## src/rtl/mac_vec_acc.sv

```systemverilog
// mac_vec_acc: multi-lane dot-product multiply-accumulate with handshakes.
//
// Each job accumulates 'len' beats. Every beat carries 'lanes' A/B operand
// pairs. When the last beat has been added, one result is presented on
// out/overflow and held until the consumer accepts it.
//
// Ports:
//   clk       clock, rising edge
//   reset     synchronous active-low reset
//   format    0 = two's complement, 1 = sign-magnitude (taken from first beat)
//   sat_en    1 = saturate, 0 = wrap (two's complement only; first beat)
//   len       beats per job (0 behaves as 1; taken from first beat)
//   in_valid  beat valid
//   in_ready  block can accept a beat
//   A, B      packed lane operands, lane i = X[i*bw +: bw]
//   out_valid result valid
//   out_ready consumer accepts result
//   out       result in the job's format
//   overflow  set if any accumulate step of the job clamped or wrapped
module mac_vec_acc #(
  parameter int bw      = 8,
  parameter int psum_bw = 16,
  parameter int lanes   = 4,
  parameter int len_bw  = 8
) (
  input  logic                  clk,
  input  logic                  reset,
  input  logic                  format,
  input  logic                  sat_en,
  input  logic [len_bw-1:0]     len,
  input  logic                  in_valid,
  output logic                  in_ready,
  input  logic [lanes*bw-1:0]   A,
  input  logic [lanes*bw-1:0]   B,
  output logic                  out_valid,
  input  logic                  out_ready,
  output logic [psum_bw-1:0]    out,
  output logic                  overflow
);

  localparam int DOT_W  = 2*bw + $clog2(lanes);
  localparam int STEP_W = psum_bw + DOT_W;

  localparam logic signed [STEP_W-1:0] TC_MAX = STEP_W'({1'b0, {(psum_bw-1){1'b1}}});
  localparam logic signed [STEP_W-1:0] TC_MIN = -TC_MAX - STEP_W'(1);
  // Sign-magnitude range is symmetric: there is no code for -2^(psum_bw-1).
  localparam logic signed [STEP_W-1:0] SM_MIN = -TC_MAX;

  localparam logic [len_bw-1:0] ONE = len_bw'(1);

  typedef enum logic [1:0] {
    S_IDLE  = 2'd0,
    S_ACC   = 2'd1,
    S_DRAIN = 2'd2,
    S_DONE  = 2'd3
  } state_t;

  function automatic logic signed [bw-1:0] sm_to_tc(input logic [bw-1:0] x);
    logic signed [bw-1:0] m;
    m = {1'b0, x[bw-2:0]};
    return x[bw-1] ? -m : m;
  endfunction

  function automatic logic [psum_bw-1:0] tc_to_sm(input logic signed [psum_bw-1:0] x);
    logic signed [psum_bw-1:0] m;
    m = x[psum_bw-1] ? -x : x;
    return {x[psum_bw-1], m[psum_bw-2:0]};
  endfunction

  function automatic logic signed [DOT_W-1:0] lane_dot(
    input logic [lanes*bw-1:0] a,
    input logic [lanes*bw-1:0] b,
    input logic                fmt
  );
    logic signed [DOT_W-1:0]  acc;
    logic signed [bw-1:0]     ai;
    logic signed [bw-1:0]     bi;
    logic signed [2*bw-1:0]   ae;
    logic signed [2*bw-1:0]   be;
    acc = '0;
    for (int i = 0; i < lanes; i++) begin
      ai = a[i*bw +: bw];
      bi = b[i*bw +: bw];
      if (fmt) begin
        ai = sm_to_tc(a[i*bw +: bw]);
        bi = sm_to_tc(b[i*bw +: bw]);
      end
      ae  = (2*bw)'(ai);
      be  = (2*bw)'(bi);
      acc = acc + DOT_W'(ae * be);
    end
    return acc;
  endfunction

  // Returns {overflow, new_psum}.
  function automatic logic [psum_bw:0] acc_step(
    input logic signed [psum_bw-1:0] ps,
    input logic signed [DOT_W-1:0]   d,
    input logic                      fmt,
    input logic                      sat
  );
    logic signed [STEP_W-1:0] s;
    logic [psum_bw-1:0]       v;
    logic                     o;
    s = STEP_W'(ps) + STEP_W'(d);
    v = s[psum_bw-1:0];
    o = 1'b0;
    if (fmt) begin
      if (s > TC_MAX) begin
        v = TC_MAX[psum_bw-1:0];
        o = 1'b1;
      end else if (s < SM_MIN) begin
        v = SM_MIN[psum_bw-1:0];
        o = 1'b1;
      end
    end else if (s > TC_MAX || s < TC_MIN) begin
      o = 1'b1;
      if (sat) begin
        v = (s > TC_MAX) ? TC_MAX[psum_bw-1:0] : TC_MIN[psum_bw-1:0];
      end
    end
    return {o, v};
  endfunction

  state_t                      r_state;
  state_t                      w_state_nxt;
  logic [len_bw-1:0]           r_cnt;
  logic [len_bw-1:0]           r_len;
  logic                        r_fmt;
  logic                        r_sat;
  logic [lanes*bw-1:0]         r_a_p0;
  logic [lanes*bw-1:0]         r_b_p0;
  logic                        r_vld_p0;
  logic signed [psum_bw-1:0]   r_psum;
  logic                        r_ovf;

  logic                        w_accept;
  logic [len_bw-1:0]           w_len_eff;
  logic [len_bw-1:0]           w_cnt_inc;
  logic signed [DOT_W-1:0]     w_dot_p1;
  logic [psum_bw:0]            w_step_p1;

  assign w_len_eff = (len == '0) ? ONE : len;
  assign w_cnt_inc = r_cnt + ONE;
  assign w_accept  = in_valid && in_ready;

  always_comb begin
    w_state_nxt = r_state;
    in_ready    = 1'b0;
    out_valid   = 1'b0;
    case (r_state)
      S_IDLE: begin
        in_ready = 1'b1;
        if (in_valid) w_state_nxt = (w_len_eff == ONE) ? S_DRAIN : S_ACC;
      end
      S_ACC: begin
        in_ready = 1'b1;
        if (in_valid && (w_cnt_inc == r_len)) w_state_nxt = S_DRAIN;
      end
      S_DRAIN: w_state_nxt = S_DONE;
      S_DONE: begin
        out_valid = 1'b1;
        if (out_ready) w_state_nxt = S_IDLE;
      end
      default: w_state_nxt = S_IDLE;
    endcase
  end

  // Stage p1: dot product of the registered beat plus the accumulate step.
  assign w_dot_p1  = lane_dot(r_a_p0, r_b_p0, r_fmt);
  assign w_step_p1 = acc_step(r_psum, w_dot_p1, r_fmt, r_sat);

  always_ff @(posedge clk) begin
    if (!reset) begin
      r_state  <= S_IDLE;
      r_cnt    <= '0;
      r_len    <= '0;
      r_fmt    <= 1'b0;
      r_sat    <= 1'b0;
      r_a_p0   <= '0;
      r_b_p0   <= '0;
      r_vld_p0 <= 1'b0;
      r_psum   <= '0;
      r_ovf    <= 1'b0;
    end else begin
      r_state  <= w_state_nxt;
      // Stage p0: operand capture.
      r_vld_p0 <= w_accept;
      if (w_accept) begin
        r_a_p0 <= A;
        r_b_p0 <= B;
      end
      // A first beat is only accepted in IDLE, where no add is pending,
      // so clearing the sum cannot collide with an accumulate.
      if (w_accept && r_state == S_IDLE) begin
        r_fmt  <= format;
        r_sat  <= sat_en;
        r_len  <= w_len_eff;
        r_cnt  <= ONE;
        r_psum <= '0;
        r_ovf  <= 1'b0;
      end else begin
        if (w_accept) r_cnt <= w_cnt_inc;
        if (r_vld_p0) begin
          r_psum <= w_step_p1[psum_bw-1:0];
          r_ovf  <= r_ovf | w_step_p1[psum_bw];
        end
      end
    end
  end

  assign out      = r_fmt ? tc_to_sm(r_psum) : r_psum;
  assign overflow = r_ovf;

endmodule

```

## config.mk

```make
export PLATFORM = sky130hd
export DESIGN_NAME = mac_vec_acc
export DESIGN_NICKNAME = d
export VERILOG_FILES = /design/src/rtl/mac_vec_acc.sv
export SDC_FILE = /design/constraint.sdc
export NUM_CORES = 1
export LEC_CHECK = 0
export CAP_MARGIN = 20
export CORE_MARGIN = 2
export CORE_UTILIZATION = 35
export CTS_BUF_LIST = sky130_fd_sc_hd__clkbuf_8
export DETAILED_ROUTE_END_ITERATION = 8
export SKIP_CTS_REPAIR_TIMING = 1
export SYNTH_ARGS = -nofsm -noshare
export SYNTH_HDL_FRONTEND = slang
export SYNTH_SLANG_ARGS = --single-unit
```

## constraint.sdc

```tcl
create_clock -name clk -period 8.47 [get_ports clk]
set_clock_uncertainty 0.1 [all_clocks]
set_input_delay 2.1175 -clock clk [delete_from_list [all_inputs] [get_ports clk]]
set_output_delay 2.1175 -clock clk [all_outputs]
set_load 0.005 [all_outputs]
```

==> results of run 1 <==
metrics by stage:
step	setup TNS (ns)	utilization	instances	worst slack [ns]	hold slack, ns
after CTS	-1.33	0.414	2798	-0.160	0.364
after detailed placement	-0.969	0.410	2782	-0.153	0.350
after global placement	-0.128	0.410	2782	-0.0991	0.349
after global routing	-4.65	0.424	2807	-0.367	0.408
final	-0.190	0.424	2807	-0.0509	0.363
after floorplan	0	-	1943	0.0247	0.336
cell usage in the layout (no fill, tap or decap), types with 21 or more instances in the layout:
| master | instances |
|---|---|
| a21boi_0 | 42 |
| a21oi_1 | 57 |
| and2_1 | 21 |
| buf_4 | 162 |
| clkdlybuf4s50_1 | 96 |
| dfxtp_1 | 101 |
| fa_1 | 345 |
| ha_1 | 97 |
| inv_1 | 438 |
| nand2_1 | 260 |
| nor2_1 | 178 |
| or2_2 | 22 |
| xnor2_1 | 62 |
| xor2_1 | 28 |
kinds of logic (layout without fill, tap and decap cells):
logic type               after synthesis  count (layout)
buffers and inverters                494             736
XOR/XNOR                              98              98
AND/OR/NAND/NOR                      583             583
flip-flops                           102             102
AO/OA/AOI/OAI                        199             199
adder cells (fa/ha/maj)              457             457
multiplexers                          10              10
registers in the layout, indices dropped and copies added (netlist names):
signal and count:
r_state 2, overflow 1, r_len 8, r_b_p0 32
r_fmt 1, r_a_p0 32, r_sat 1, r_cnt 8
r_vld_p0 1, r_psum 16
how the worst max path moves through the flow:
stage	cells after the start	endpoint	from	slack [ns]
2_1_floorplan	28	r_psum[9]$_SDFFE_PP0P_	r_a_p0[26]$_SDFFE_PN0P_	0.02
3_3_place_gp	28	r_psum[9]$_SDFFE_PP0P_	r_a_p0[26]$_SDFFE_PN0P_	-0.1
3_5_place_dp	28	r_psum[9]$_SDFFE_PP0P_	r_a_p0[26]$_SDFFE_PN0P_	-0.15
4_1_cts	30	r_psum[3]$_SDFFE_PP0P_	r_fmt$_SDFFE_PN0P_	-0.16
5_1_grt	33	r_psum[10]$_SDFFE_PP0P_	r_a_p0[26]$_SDFFE_PN0P_	-0.37
6_report	30	r_psum[9]$_SDFFE_PP0P_	r_a_p0[26]$_SDFFE_PN0P_	-0.05
routing by layer:
layer | routed length, um | vias to the layer above | track usage
li1 | - | 6305 | -
met4 | 1440 | 0 | 0.0611
met3 | 2170 | 62 | 0.0327
met5 | 0 | - | 0
met1 | 19400 | 6763 | 0.237
met2 | 23500 | 317 | 0.331
worst min-delay path, delay by kind of cell, from the launching register on:
family	cells	cell delay, ns
flip-flops	1	0.32
AND/OR/NAND/NOR	1	0.05
AO/OA/AOI/OAI	1	0.05
final cells by class:
| type | instances | area (um^2) |
|---|---|---|
| timing repair buffer | 265 | 2250 |
| sequential | 102 | 2040 |
| clock buffer | 9 | 124 |
| multi-input combinational | 1347 | 13600 |
| clock inverter | 7 | 83.8 |
| fill | 4851 | 28000 |
| inverter | 455 | 1710 |
| tap | 622 | 778 |
==> flow_summary.ini, run 1 <==
[status]
outcome = finished with violations
violations = setup timing

[synthesis]
synth.area.top_cells = fa_1 (41%), dfxtp_1 (12%), inv_1 (9.9%)
synth_top_area_cell = fa_1
synth_top_family_by_area = adder cells
yosysTopAreaCellShare = 0.408
avgSynthCellArea_um2 = 8.81
syn_area_um2 = 17100
synth_warnings = 0
yosys.cell_count.top_type = inv_1
synth_cell_types = 68
synth_seq_cells = 102
seq_area_frac_synth = 0.119
synth_cells = 1943
synth_edf_count = 0
yosys.area_share.adder = 0.487
synthSimpleGateAreaFrac = 0.149
synthXorXnorAreaFrac = 0.0502
async_flop_share = 0
synthMuxAreaShare = 0.00614
synth_ff_type = dfxtp_1
synth_compound_area_frac = 0.0793
synth_fp_nets = 2478
ys_top_cells_by_count = inv_1 (450), fa_1 (349), nand2_1 (264), nor2_1 (181), ha_1 (108)

[detailed_routing]
dr.pass1.iters = 6
vias = 13447
drc_errors = 0
wl_per_cell_um = 16.6
ant_nets = 0
wirelength_um = 46500
drt_iter0_drc = 699
vias_per_cell = 4.79

[critical_path]
endpoint_kind = register
worst-path-max-fanout = 5
reg2regPathDepth = 30
crit_family = adder cells
path_class = reg2reg
worstPathArrival_ns = 8.77
critPathSlowestCell = fa_2
r2r_end = r_psum[9]$_SDFFE_PP0P_
cp.required_ns = 8.72
slowest_delay_ns = 0.59
critPathLaunchType = register
worstPathBufferInverterCount = 8
timing.rr.start = r_a_p0[26]$_SDFFE_PN0P_
reg2reg_setup_slack_ns = -0.05
crit_top_cell = fa_1

[cts]
clockBufferDepth = 2
h-tree-depth = 3
numCtsBuffers = 9
cts_sinks = 102
cts_tree = done
insertion_delay_ns = 0.46
clkTransAtPathRegs_ns = 0.12
cts_root_buf = clkbuf_8

[worst_hold_path]
holdPathStages = 2
worstHoldStart = r_b_p0[18]$_SDFFE_PN0P_
min_path_type = reg2reg
min_to = r_b_p0[18]$_SDFFE_PN0P_

[timing]
hold_viol = 0
tightest_slew_ns = 0.932
layout_min_cycle_time_ns = 8.52
slew_headroom = 0.374
postLayoutSetupSlackWorst_ns = -0.0509
setup_viol = 8
fin_crit_sh = 1.01
rsz0062_at_grt = true
fmax_ghz = 0.117
final-max-slew-violation-count = 0

[floorplan]
die_height_um = 225
io_pins = 97
start_util = 0.352
rows = 81
core-area_um2 = 48600
fp.dieW_um = 225
die_area_um2 = 50700

[final_layout]
final_area_um2 = 20600
fin_nets = 2715
drive_gt1_frac = 0.136
syn_to_final_growth_pct = 20.5
diodes = 0

[grt]
grt_pass1_vias = 14071
grt_overflow = 0
grt_max_degree = 71
antenna_found_initial = 0
grt_usage = 0.189
grt_pass1_wl_um = 73400

[placement]
portBuffers = 96
dpl_cell_area_um2 = 20000
gp_congestion = 0.951
hpwl_um = 41100

[run]
cap_violations = 0
Power of run 1 is not shown: default switching activity piles up to over one toggle a cycle in this logic, so the estimate is an artifact.
==> run 2: changes to the inputs <==
--- a/config.mk
+++ b/config.mk
@@ -6,7 +6,6 @@
 export NUM_CORES = 1
 export LEC_CHECK = 0
 export CAP_MARGIN = 20
-export CORE_MARGIN = 2
 export CORE_UTILIZATION = 35
 export CTS_BUF_LIST = sky130_fd_sc_hd__clkbuf_8
 export DETAILED_ROUTE_END_ITERATION = 8
==> flow_summary.ini, run 2 (same netlist as run 1, synthesis figures left out) <==
[final_layout]
drive_gt1_frac = 0.134
syn_to_final_growth_pct = 19.6
largest_registers = r_a_p0 (32), r_b_p0 (32), r_psum (16)
layout_commonest_cell = inv_1
fin_nets = 2693
mostFrequentLayoutCells = inv_1 (434), fa_1 (345), nand2_1 (261)
diodes = 0

[cts]
cts_sinks = 102
h-tree-depth = 3
clkTransAtPathRegs_ns = 0.12
cts_root_buf = clkbuf_8
clockBufferDepth = 2
numCtsBuffers = 9
cts_tree = done
insertion_delay_ns = 0.44

[status]
outcome = finished with violations
violations = setup timing

[timing]
fin_crit_sh = 1.01
final-max-slew-violation-count = 0
setup_viol = 11
postLayoutSetupSlackWorst_ns = -0.117
hold_viol = 0
tightest_slew_ns = 0.859
whs_ns = 0.373
fmax_ghz = 0.116
rsz0062_at_grt = true
slew_headroom = 0.423
layout_min_cycle_time_ns = 8.59

[grt]
grt_pass1_wl_um = 72500
antenna_found_initial = 0
grt_usage = 0.188
grt_pass1_vias = 14002
grt_max_degree = 49
grt_overflow = 0

[critical_path]
worstPathArrival_ns = 8.84
critPathLaunchType = register
crit_end = r_psum[9]$_SDFFE_PP0P_
timing.rr.start = r_a_p0[27]$_SDFFE_PN0P_
path_class = reg2reg
cp.required_ns = 8.72
worst-path-max-fanout = 6
endpoint_kind = register
reg2regPathDepth = 30
r2r_end = r_psum[9]$_SDFFE_PP0P_
reg2reg_setup_slack_ns = -0.12
critPathSlowestCell = fa_1
critPathLaunch = r_a_p0[27]$_SDFFE_PN0P_
slowest_delay_ns = 0.56
crit_top_cell = fa_1

[detailed_routing]
vias = 13188
drc_errors = 0
wl_per_cell_um = 16.2
drt_iter0_drc = 682
wirelength_um = 45000
dr.pass1.iters = 5
ant_nets = 0
vias_per_cell = 4.75

[run]
cap_violations = 0

[floorplan]
die_area_um2 = 49800
core-area_um2 = 47900
fp.dieW_um = 223
start_util = 0.357
io_pins = 97
die_height_um = 223
rows = 80

[placement]
hpwl_um = 39900
portBuffers = 96
gp_congestion = 0.929

[worst_hold_path]
min_path_type = reg2reg
## run 2: cell types whose count changed in the layout (fill, tap and decap cells not counted), sizes merged
cell,delta
buf,-22
inv,-1
bufinv,+1
## run 2: how the worst min path moves through the flow
stage	slack, ns	depth (start not counted)	to	from
4_1_cts	0.37	2	r_b_p0[18]$_SDFFE_PN0P_	r_b_p0[18]$_SDFFE_PN0P_
5_1_grt	0.40	2	r_len[5]$_SDFFE_PN0P_	r_len[5]$_SDFFE_PN0P_
2_1_floorplan	0.34	2	r_b_p0[18]$_SDFFE_PN0P_	r_b_p0[18]$_SDFFE_PN0P_
6_report	0.37	2	r_b_p0[18]$_SDFFE_PN0P_	r_b_p0[18]$_SDFFE_PN0P_
3_5_place_dp	0.36	2	r_b_p0[18]$_SDFFE_PN0P_	r_b_p0[18]$_SDFFE_PN0P_
3_3_place_gp	0.35	2	r_b_p0[18]$_SDFFE_PN0P_	r_b_p0[18]$_SDFFE_PN0P_
## run 2: cell type report
| cell class | count | area (um^2) |
|---|---|---|
| clock buffers | 9 | 124 |
| clock inverters | 7 | 103 |
| fillers | 4744 | 27500 |
| inverters | 455 | 1710 |
| multi-input cells | 1347 | 13600 |
| flip-flops and latches | 102 | 2050 |
| well taps | 615 | 769 |
| repair buffers | 243 | 2090 |
## run 2: worst max-delay path, delay by kind of cell, from the launching register on
family / cells / cell delay, ns
adder cells (fa/ha/maj): 9 / 4.48
XOR/XNOR: 1 / 0.11
AO/OA/AOI/OAI: 6 / 1.38
AND/OR/NAND/NOR: 6 / 1.31
flip-flops: 1 / 0.33
buffers and inverters: 8 / 0.79
## run 2: metal layers
metal  global-route usage  vias to the layer above  wire length, um
li1                     -                     6270                -
met1                0.240                     6581            19100
met2                0.332                      294            22800
met3               0.0273                       43             2040
met4               0.0516                        0             1020
met5                    0                        -                0
## run 2: through the flow
stage	TNS, ns	utilization	setup slack, ns	area (um^2)	instances
after global routing	-4.47	0.427	-0.350	20500	2778
final	-0.336	0.427	-0.117	20500	2778
after CTS	-1.72	0.417	-0.215	20000	2765
after floorplan	0	-	0.0247	17200	1943
after detailed placement	-1.74	0.412	-0.222	19800	2749
after global placement	-0.404	0.412	-0.120	19800	2749
Power of run 2 is left out for the same reason.
